===== config.mk =====
export PLATFORM = sky130hd
export DESIGN_NAME = inst_fetch_unit
export DESIGN_NICKNAME = d
export VERILOG_FILES = /design/src/rtl/inst_fetch_unit.sv
export SDC_FILE = /design/constraint.sdc
export NUM_CORES = 1
export LEC_CHECK = 0
export ABC_CLOCK_PERIOD_IN_PS = 7050
export CORE_MARGIN = 2
export CORE_UTILIZATION = 42
export DETAILED_ROUTE_END_ITERATION = 6
export GPL_ROUTABILITY_DRIVEN = 0
export PLACE_DENSITY = 0.8
export SYNTH_ARGS = -nofsm -noshare
export SYNTH_HDL_FRONTEND = slang
export SYNTH_SLANG_ARGS = --single-unit
export TNS_END_PERCENT = 1

===== constraint.sdc =====
create_clock -name clk -period 7.05 [get_ports clk]
set_input_delay 0.705 -clock clk [delete_from_list [all_inputs] [get_ports clk]]
set_output_delay 0.705 -clock clk [all_outputs]
set_load 0.005 [all_outputs]

===== src/rtl/inst_fetch_unit.sv =====
// -----------------------------------------------------------------------------
// inst_fetch_unit
//
// Fetch front end and producer side of the instruction-buffer interface. It
// keeps the fetch PC and issues one 16-byte-aligned request to instruction
// memory at a time. Each 128-bit response line becomes a 4-wide instruction
// group. A slot valid mask drops the words that sit before the fetch PC inside
// the line. The group is then offered downstream with a valid/ready handshake.
// A redirect (branch or exception) loads a new PC and kills any fetch still in
// flight.
//
// Parameters
//   ADDR_W            PC / request address width
//   RESET_PC          PC loaded on reset
//
// Ports
//   clk, rst          clock, asynchronous active-high reset
//   req_valid/ready   memory request handshake
//   req_addr          line address of the current PC, low 4 bits zero
//   resp_valid/data   memory response (always accepted); word i = [32i+31:32i]
//   redirect_valid/pc front-end redirect; redirect_pc is word aligned
//   inst_group        4 instructions of the fetched line
//   inst_group_valid  bit i set when slot i holds a valid instruction
//   group_pc          PC of the first valid slot
//   out_valid         group valid towards the instruction buffer
//   next_ready        instruction buffer can accept
//
// Optional build macro IFU_PERF_CNT_EN adds three 32-bit wrapping counters:
//   perf_stall_cyc    cycles spent holding a group with next_ready low
//   perf_fetch_cnt    groups handed downstream
//   perf_flush_cnt    cycles with redirect_valid asserted
// -----------------------------------------------------------------------------
module inst_fetch_unit #(
   parameter int unsigned        ADDR_W   = 32,
   parameter logic [ADDR_W-1:0]  RESET_PC = 32'h1c00_0000
) (
   input  logic              clk,
   input  logic              rst,
   // instruction memory request
   output logic              req_valid,
   input  logic              req_ready,
   output logic [ADDR_W-1:0] req_addr,
   // instruction memory response
   input  logic              resp_valid,
   input  logic [127:0]      resp_data,
   // redirect
   input  logic              redirect_valid,
   input  logic [ADDR_W-1:0] redirect_pc,
   // instruction buffer
   output logic [127:0]      inst_group,
   output logic [3:0]        inst_group_valid,
   output logic [ADDR_W-1:0] group_pc,
   output logic              out_valid,
   input  logic              next_ready
`ifdef IFU_PERF_CNT_EN
   ,
   output logic [31:0]       perf_stall_cyc,
   output logic [31:0]       perf_fetch_cnt,
   output logic [31:0]       perf_flush_cnt
`endif
);

   typedef enum logic [2:0] {
      S_IDLE,
      S_REQ,
      S_WAIT,
      S_OUT,
      S_DROP
   } state_e;

   state_e              state_q, state_d;
   logic [ADDR_W-1:0]   pc_q, pc_d;
   logic [127:0]        group_q, group_d;
   logic [3:0]          mask_q, mask_d;
   logic [ADDR_W-1:0]   gpc_q, gpc_d;
   logic [ADDR_W-5:0]   line_inc;

   // The slots before the fetch PC inside the line are not part of the
   // instruction stream.
   function automatic logic [3:0] first_mask(input logic [1:0] slot);
      logic [3:0] m;
      case (slot)
         2'd0:    m = 4'b1111;
         2'd1:    m = 4'b1110;
         2'd2:    m = 4'b1100;
         default: m = 4'b1000;
      endcase
      return m;
   endfunction

   // The line index wraps modulo 2^(ADDR_W-4). The PC therefore wraps to zero
   // after the top line.
   assign line_inc = pc_q[ADDR_W-1:4] + {{(ADDR_W-5){1'b0}}, 1'b1};

   always_comb begin
      state_d = state_q;
      pc_d    = pc_q;
      group_d = group_q;
      mask_d  = mask_q;
      gpc_d   = gpc_q;

      case (state_q)
         S_IDLE: state_d = S_REQ;
         S_REQ: begin
            if (req_ready) begin
               state_d = S_WAIT;
            end
         end
         S_WAIT: begin
            if (resp_valid) begin
               state_d = S_OUT;
               group_d = resp_data;
               mask_d  = first_mask(pc_q[3:2]);
               gpc_d   = pc_q;
               pc_d    = {line_inc, 4'b0000};
            end
         end
         S_OUT: begin
            if (next_ready) begin
               state_d = S_REQ;
            end
         end
         S_DROP: begin
            if (resp_valid) begin
               state_d = S_REQ;
            end
         end
         default: state_d = S_IDLE;
      endcase

      // A redirect overrides everything above. A request that was accepted is
      // still owed a response, and S_DROP swallows that response. A group held
      // in S_OUT is handed over if next_ready is high and dropped otherwise.
      // Either way the unit refetches.
      if (redirect_valid) begin
         pc_d    = redirect_pc;
         group_d = group_q;
         mask_d  = mask_q;
         gpc_d   = gpc_q;
         case (state_q)
            S_REQ:   state_d = req_ready  ? S_DROP : S_REQ;
            S_WAIT:  state_d = resp_valid ? S_REQ  : S_DROP;
            S_DROP:  state_d = resp_valid ? S_REQ  : S_DROP;
            default: state_d = S_REQ;
         endcase
      end
   end

`ifdef IFU_PERF_CNT_EN
   logic [31:0] stall_cnt_q;
   logic [31:0] fetch_cnt_q;
   logic [31:0] flush_cnt_q;
`endif

   always_ff @(posedge clk or posedge rst) begin
      if (rst) begin
         state_q <= S_IDLE;
         pc_q    <= RESET_PC;
         group_q <= '0;
         mask_q  <= '0;
         gpc_q   <= '0;
`ifdef IFU_PERF_CNT_EN
         stall_cnt_q <= '0;
         fetch_cnt_q <= '0;
         flush_cnt_q <= '0;
`endif
      end else begin
         state_q <= state_d;
         pc_q    <= pc_d;
         group_q <= group_d;
         mask_q  <= mask_d;
         gpc_q   <= gpc_d;
`ifdef IFU_PERF_CNT_EN
         if (state_q == S_OUT && !next_ready) begin
            stall_cnt_q <= stall_cnt_q + 32'd1;
         end
         if (state_q == S_OUT && next_ready) begin
            fetch_cnt_q <= fetch_cnt_q + 32'd1;
         end
         if (redirect_valid) begin
            flush_cnt_q <= flush_cnt_q + 32'd1;
         end
`endif
      end
   end

   // Handshake valids decode only the state register, so no input reaches
   // them combinationally.
   assign req_valid        = (state_q == S_REQ);
   assign out_valid        = (state_q == S_OUT);
   assign req_addr         = {pc_q[ADDR_W-1:4], 4'b0000};
   assign inst_group       = group_q;
   assign inst_group_valid = mask_q;
   assign group_pc         = gpc_q;

`ifdef IFU_PERF_CNT_EN
   assign perf_stall_cyc = stall_cnt_q;
   assign perf_fetch_cnt = fetch_cnt_q;
   assign perf_flush_cnt = flush_cnt_q;
`endif

endmodule


### Word-level counts from Yosys, hierarchy flattened

Index checks and enable logic that the tools add are counted.
W data, S select, Z words.

| storage, ports and cells | value |
|---|---|
| bits in registers | 199 |
| word-level logic and storage cells | 38 |
| output and inout bits | 198 |

| operators by class | value |
|---|---|
| reductions and logical operators | 8 |
| $add $sub $neg | 1 |
| bitwise gates (word level) | 1 |
| eq/ne operators | 10 |
| muxes and demuxes | 13 |

Operators by type and width:

| kind | number |
|---|---|
| $mux W32 | 3 |
| $add A28 B1 Y28 const B | 1 |
| $mux W3 | 7 |
| $pmux W3 S5 | 1 |
| $pmux W3 S3 | 1 |
| $eq A3 B2 Y1 const B | 2 |
| $ne A3 B3 Y1 const B | 2 |
| $pmux W3 S2 | 1 |
| $reduce_and A4 Y1 | 1 |
| $reduce_bool A2 Y1 | 2 |
| $eq A3 B1 Y1 const B | 1 |
| $eq A3 B3 Y1 const B | 1 |
| $logic_not A3 Y1 | 1 |
| $ne A3 B1 Y1 const B | 1 |
| $ne A3 B2 Y1 const B | 1 |
| $reduce_and A3 Y1 | 1 |
| $eq A2 B1 Y1 const B | 1 |
| $eq A2 B2 Y1 const B | 1 |
| $logic_not A2 Y1 | 1 |
| $reduce_and A2 Y1 | 1 |
| $reduce_or A2 Y1 | 1 |
| $not A1 Y1 | 1 |

### Depth between registers and ports, before layout

| logic depth | value |
|---|---|
| depth in word-level cells | 4 |
| mapped depth | 8 |
| gate-level depth less buffers | 5 |

### Worst setup path before layout

No wires, ideal clock.

| timing | value |
|---|---|
| path kind | input port to flip-flop |
| from | input resp_valid |
| to | register pc_q[27] |
| stages | 6 |
| arrival time | 2103 ps |
| setup slack | 4870 ps |
| library setup time | 77 ps |
| cells stage by stage | nand4bb_1 > buf_6 > or3_4 > buf_6 > or4_1 > a31oi_1 |

| on the way | value |
|---|---|
| word-level cells in the longest chain between the ends | 2 |

RTL lines:

| item | RTL line | source |
|---|---|---|
| start: declaration | 44 | `input logic resp_valid,` |
| $reduce_bool A2 Y1 (no line) | n/a |  |
| $reduce_and A2 Y1 (no line) | n/a |  |
| end signal: assignment | 169 | `pc_q <= pc_d;` |
| end: declaration | 72 | `logic [ADDR_W-1:0] pc_q, pc_d;` |

No other way between the ends.
A chain may end at the register's enable or synchronous reset.

### Final worst setup path

| timing | value |
|---|---|
| from | input redirect_valid |
| to | register group_q[44], in the netlist inst_group[44] |

| on the way | value |
|---|---|
| word-level cells in the longest chain between the ends | 2 |

RTL lines:

| item | RTL line | source |
|---|---|---|
| start: declaration | 47 | `input logic redirect_valid,` |
| $not A1 Y1 (no line) | n/a |  |
| $reduce_and A3 Y1 (no line) | n/a |  |
| end signal: assignment | 170 | `group_q <= group_d;` |
| end: declaration | 73 | `logic [127:0] group_q, group_d;` |

No other way between the ends.

==> results.py <==
metrics = {
    "run_status": {
        "status": "finished, final reports clean",
    },
    "flow_run": {
        "cap_violations": 0,
    },
    "global_route": {
        "grt_overflow": 0,
        "grtUsageTotal_pct": 24.25,
        "grt_pass1_wl_mm": 40.49,
        "grt_max_degree": 132,
        "grt_pass1_vias": 7206,
        "grt_antenna_before_repair": 0,
    },
    "sta": {
        "worst_slack_ns": 3.331,
        "finalSetupTns_ns": 0,
        "max-slew-margin-rel_pct": 33.68,
        "period_needed_ns": 3.719,
        "fin_crit_sh_pct": 52.75,
        "rsz0062_at_grt": "false",
        "finalClockSkew_ns": 0.01408,
        "tightest_slew_ns": 0.9949,
        "slew_viol_final": 0,
        "hold_viol": 0,
        "setup_violations": 0,
        "fmax_ghz": 0.2689,
    },
    "finish": {
        "multi_input_comb_area_um2": 2905,
        "layout-drive-gt1-share_pct": 3.800,
        "syn2layout_area_growth_pct": 49.28,
        "diodes": 0,
        "regArea_um2": 4984,
        "fin_area_um2": 12480,
        "post-route-util_pct": 63.92,
        "num-nets-final": 1417,
        "layout_commonest_cell": "nand2_1",
        "final_cell_mix": "nand2_1 (504), clkdlybuf4s50_1 (359), dfrtp_1 (196), o21ai_0 (21)",
        "fillers": 1617,
    },
    "die": {
        "die-area_um2": 21050,
        "io_pins": 364,
        "initial_core_util_pct": 42.82,
        "std_cell_rows": 51,
        "die_y_um": 145.1,
        "die-width_um": 145.1,
        "coreArea_um2": 19530,
    },
    "worst_setup_path": {
        "cpLargestDelayFamily": "buffers and inverters",
        "crit_slowest_cell": "buf_4",
        "start_kind": "primary input",
        "crit_fanout": 92,
        "path_class": "primary input to register",
        "endpoint_kind": "register",
        "max_stage_delay_ns": 0.84,
        "crit_chain": "clkdlybuf4s50_1 > buf_4 > inv_1 > nand2_4 > buf_4 > nand2_1 > nand2_1",
        "reg2reg_depth": 6,
        "worst-path-stages": 7,
        "critical_path_required_ns": 7.41,
        "arrival_ns": 4.08,
        "worst-path-buf-inv": 4,
    },
    "routing": {
        "drt-met1-wl_mm": 9.934,
        "vias": 7511,
        "wl_per_cell_um": 16.73,
        "dr.pass1.iters": 5,
        "remaining_drc_errors": 0,
        "dr_wl_met2_mm": 13.06,
        "drt_iter0_drc": 411,
        "ant_nets": 0,
        "top_layer": "met4",
        "met3WireLength_mm": 1.831,
        "wirelength_mm": 25.56,
        "routed_via_density": 4.916,
    },
    "clock_tree": {
        "clockBufferDepth": 2,
        "clkSlewWorstSetupHoldPaths_ns": 0.07,
        "htreeDepth": 4,
        "root_buffer": "clkbuf_16",
        "hold_buffers": 0,
        "cts_sinks": 199,
        "cts_tree": "done",
        "numCtsBuffers": 17,
        "cts_setup_buffers": 0,
        "cts_resized": 0,
        "clk_latency_ns": 0.43,
    },
    "power": {
        "vdd_drop_max_mv": 0.1700,
        "leakagePower_uw": 0.005867,
        "power_density_nw_per_um2": 344.3,
    },
    "min_path": {
        "hold_path_class": "register to register",
        "hold_path_depth": 2,
    },
    "placement": {
        "portBuffers": 359,
        "hpwlAfterDp_mm": 18.20,
        "post-place-ws_ns": 2.963,
        "postPlaceCellArea_um2": 11890,
    },
    "logic_synthesis": {
        "postSynth.asyncResetShare_pct": 100.0,
        "yosys_warnings": 0,
        "synth-edff-count": 0,
        "ys_seq_elements": 199,
        "yosys.area.top_type_share_pct": 58.67,
        "ys.flop_type": "dfrtp_1",
        "synthTopCellsByArea": "dfrtp_1 (59%), nand2_1 (23%), buf_4 (2.9%), clkbuf_1 (2.1%), o21ai_0 (1.3%)",
        "synth_seq_area_share_pct": 59.61,
        "netlist_instances": 950,
        "avgSynthCellArea_um2": 8.801,
        "ys_types": 45,
        "netlist_area_um2": 8361,
        "yosysTopAreaCell": "dfrtp_1",
    },
}
==> area by class of cell <==
cell class	count	share of cell area, %
well taps	265	2.657
flip-flops and latches	199	39.93
multi-input cells	661	23.28
repair buffers	365	29.15
clock inverters	13	1.113
inverters	6	0.2406
clock buffers	19	3.629
==> tightest hold or removal path, cell delays in order (launching register included) <==
cell and delay (ns):
dfrtp_1 0.34, nand2_1 0.05, nand2_1 0.05
==> flip-flops by register name, indices dropped and copies added (netlist names) <==
| name | count |
|---|---|
| state_q | 3 |
| pc_q | 32 |
| inst_group_valid | 4 |
| group_pc | 32 |
| inst_group | 128 |
==> power breakdown <==
part           switching [uW]  total (uW)  internal, uW  leakage (uW)
Sequential                255        1810          1550       0.00255
Clock                     458         977           519      0.000276
Combinational             575        1510           935       0.00304
Total                    1290        4300          3010       0.00587
==> Yosys cell counts (all sizes together) (2+ instances only) <==
library cell / number
and3: 3
nor2b: 2
o41ai: 2
nand4: 7
dfstp: 3
nor2: 18
xor2: 5
o31a: 3
clkbuf: 47
and4: 3
xnor2: 5
inv: 6
a31oi: 15
o21ai: 21
nand2: 505
nand2b: 3
o31ai: 12
or3b: 2
buf: 40
a21oi: 2
nand3: 13
dfrtp: 196
nor4: 7
or3: 2
or4: 13
==> metrics by stage <==
step,std cells,hold WS [ns],total power [uW]
after global routing,1528,0.4916,4547
after CTS,1528,0.4758,4342
final,1528,0.4734,4297
after global placement,1496,0.4524,3295
after floorplan,953,0.4386,2259
after detailed placement,1496,0.4553,3352
==> layer usage <==
metal	global-route usage (%)	up-vias
met5	0	-
met4	9.902	0
met3	6.509	52
met2	41.88	291
met1	28.75	3572
li1	-	3596
==> path summary, 6_finish.rpt <==
path / start / end / slack (ns)
max in group asynchronous: rst / inst_group[107]$_DFFE_PP0P_ / 4.70
worst min-delay path: inst_group[124]$_DFFE_PP0P_ / inst_group[124]$_DFFE_PP0P_ / 0.47
worst min register to register: inst_group[124]$_DFFE_PP0P_ / inst_group[124]$_DFFE_PP0P_ / 0.47
worst max register to register: state_q[1]$_DFFE_PP0P_ / inst_group[44]$_DFFE_PP0P_ / 4.33
worst max-delay path: redirect_valid / inst_group[44]$_DFFE_PP0P_ / 3.33
min in group asynchronous: rst / inst_group[23]$_DFFE_PP0P_ / 0.86
==> logic make-up after synthesis <==
family	share of synthesized area (%)
flip-flops	59.61
buffers and inverters	5.956
AND/OR/NAND/NOR	28.40
XOR/XNOR	1.048
AO/OA/AOI/OAI	4.670
other	0.04485
multiplexers	0.1197
adder cells (fa/ha/maj)	0.1496
No activity file was read; power rests on OpenSTA's default activity.
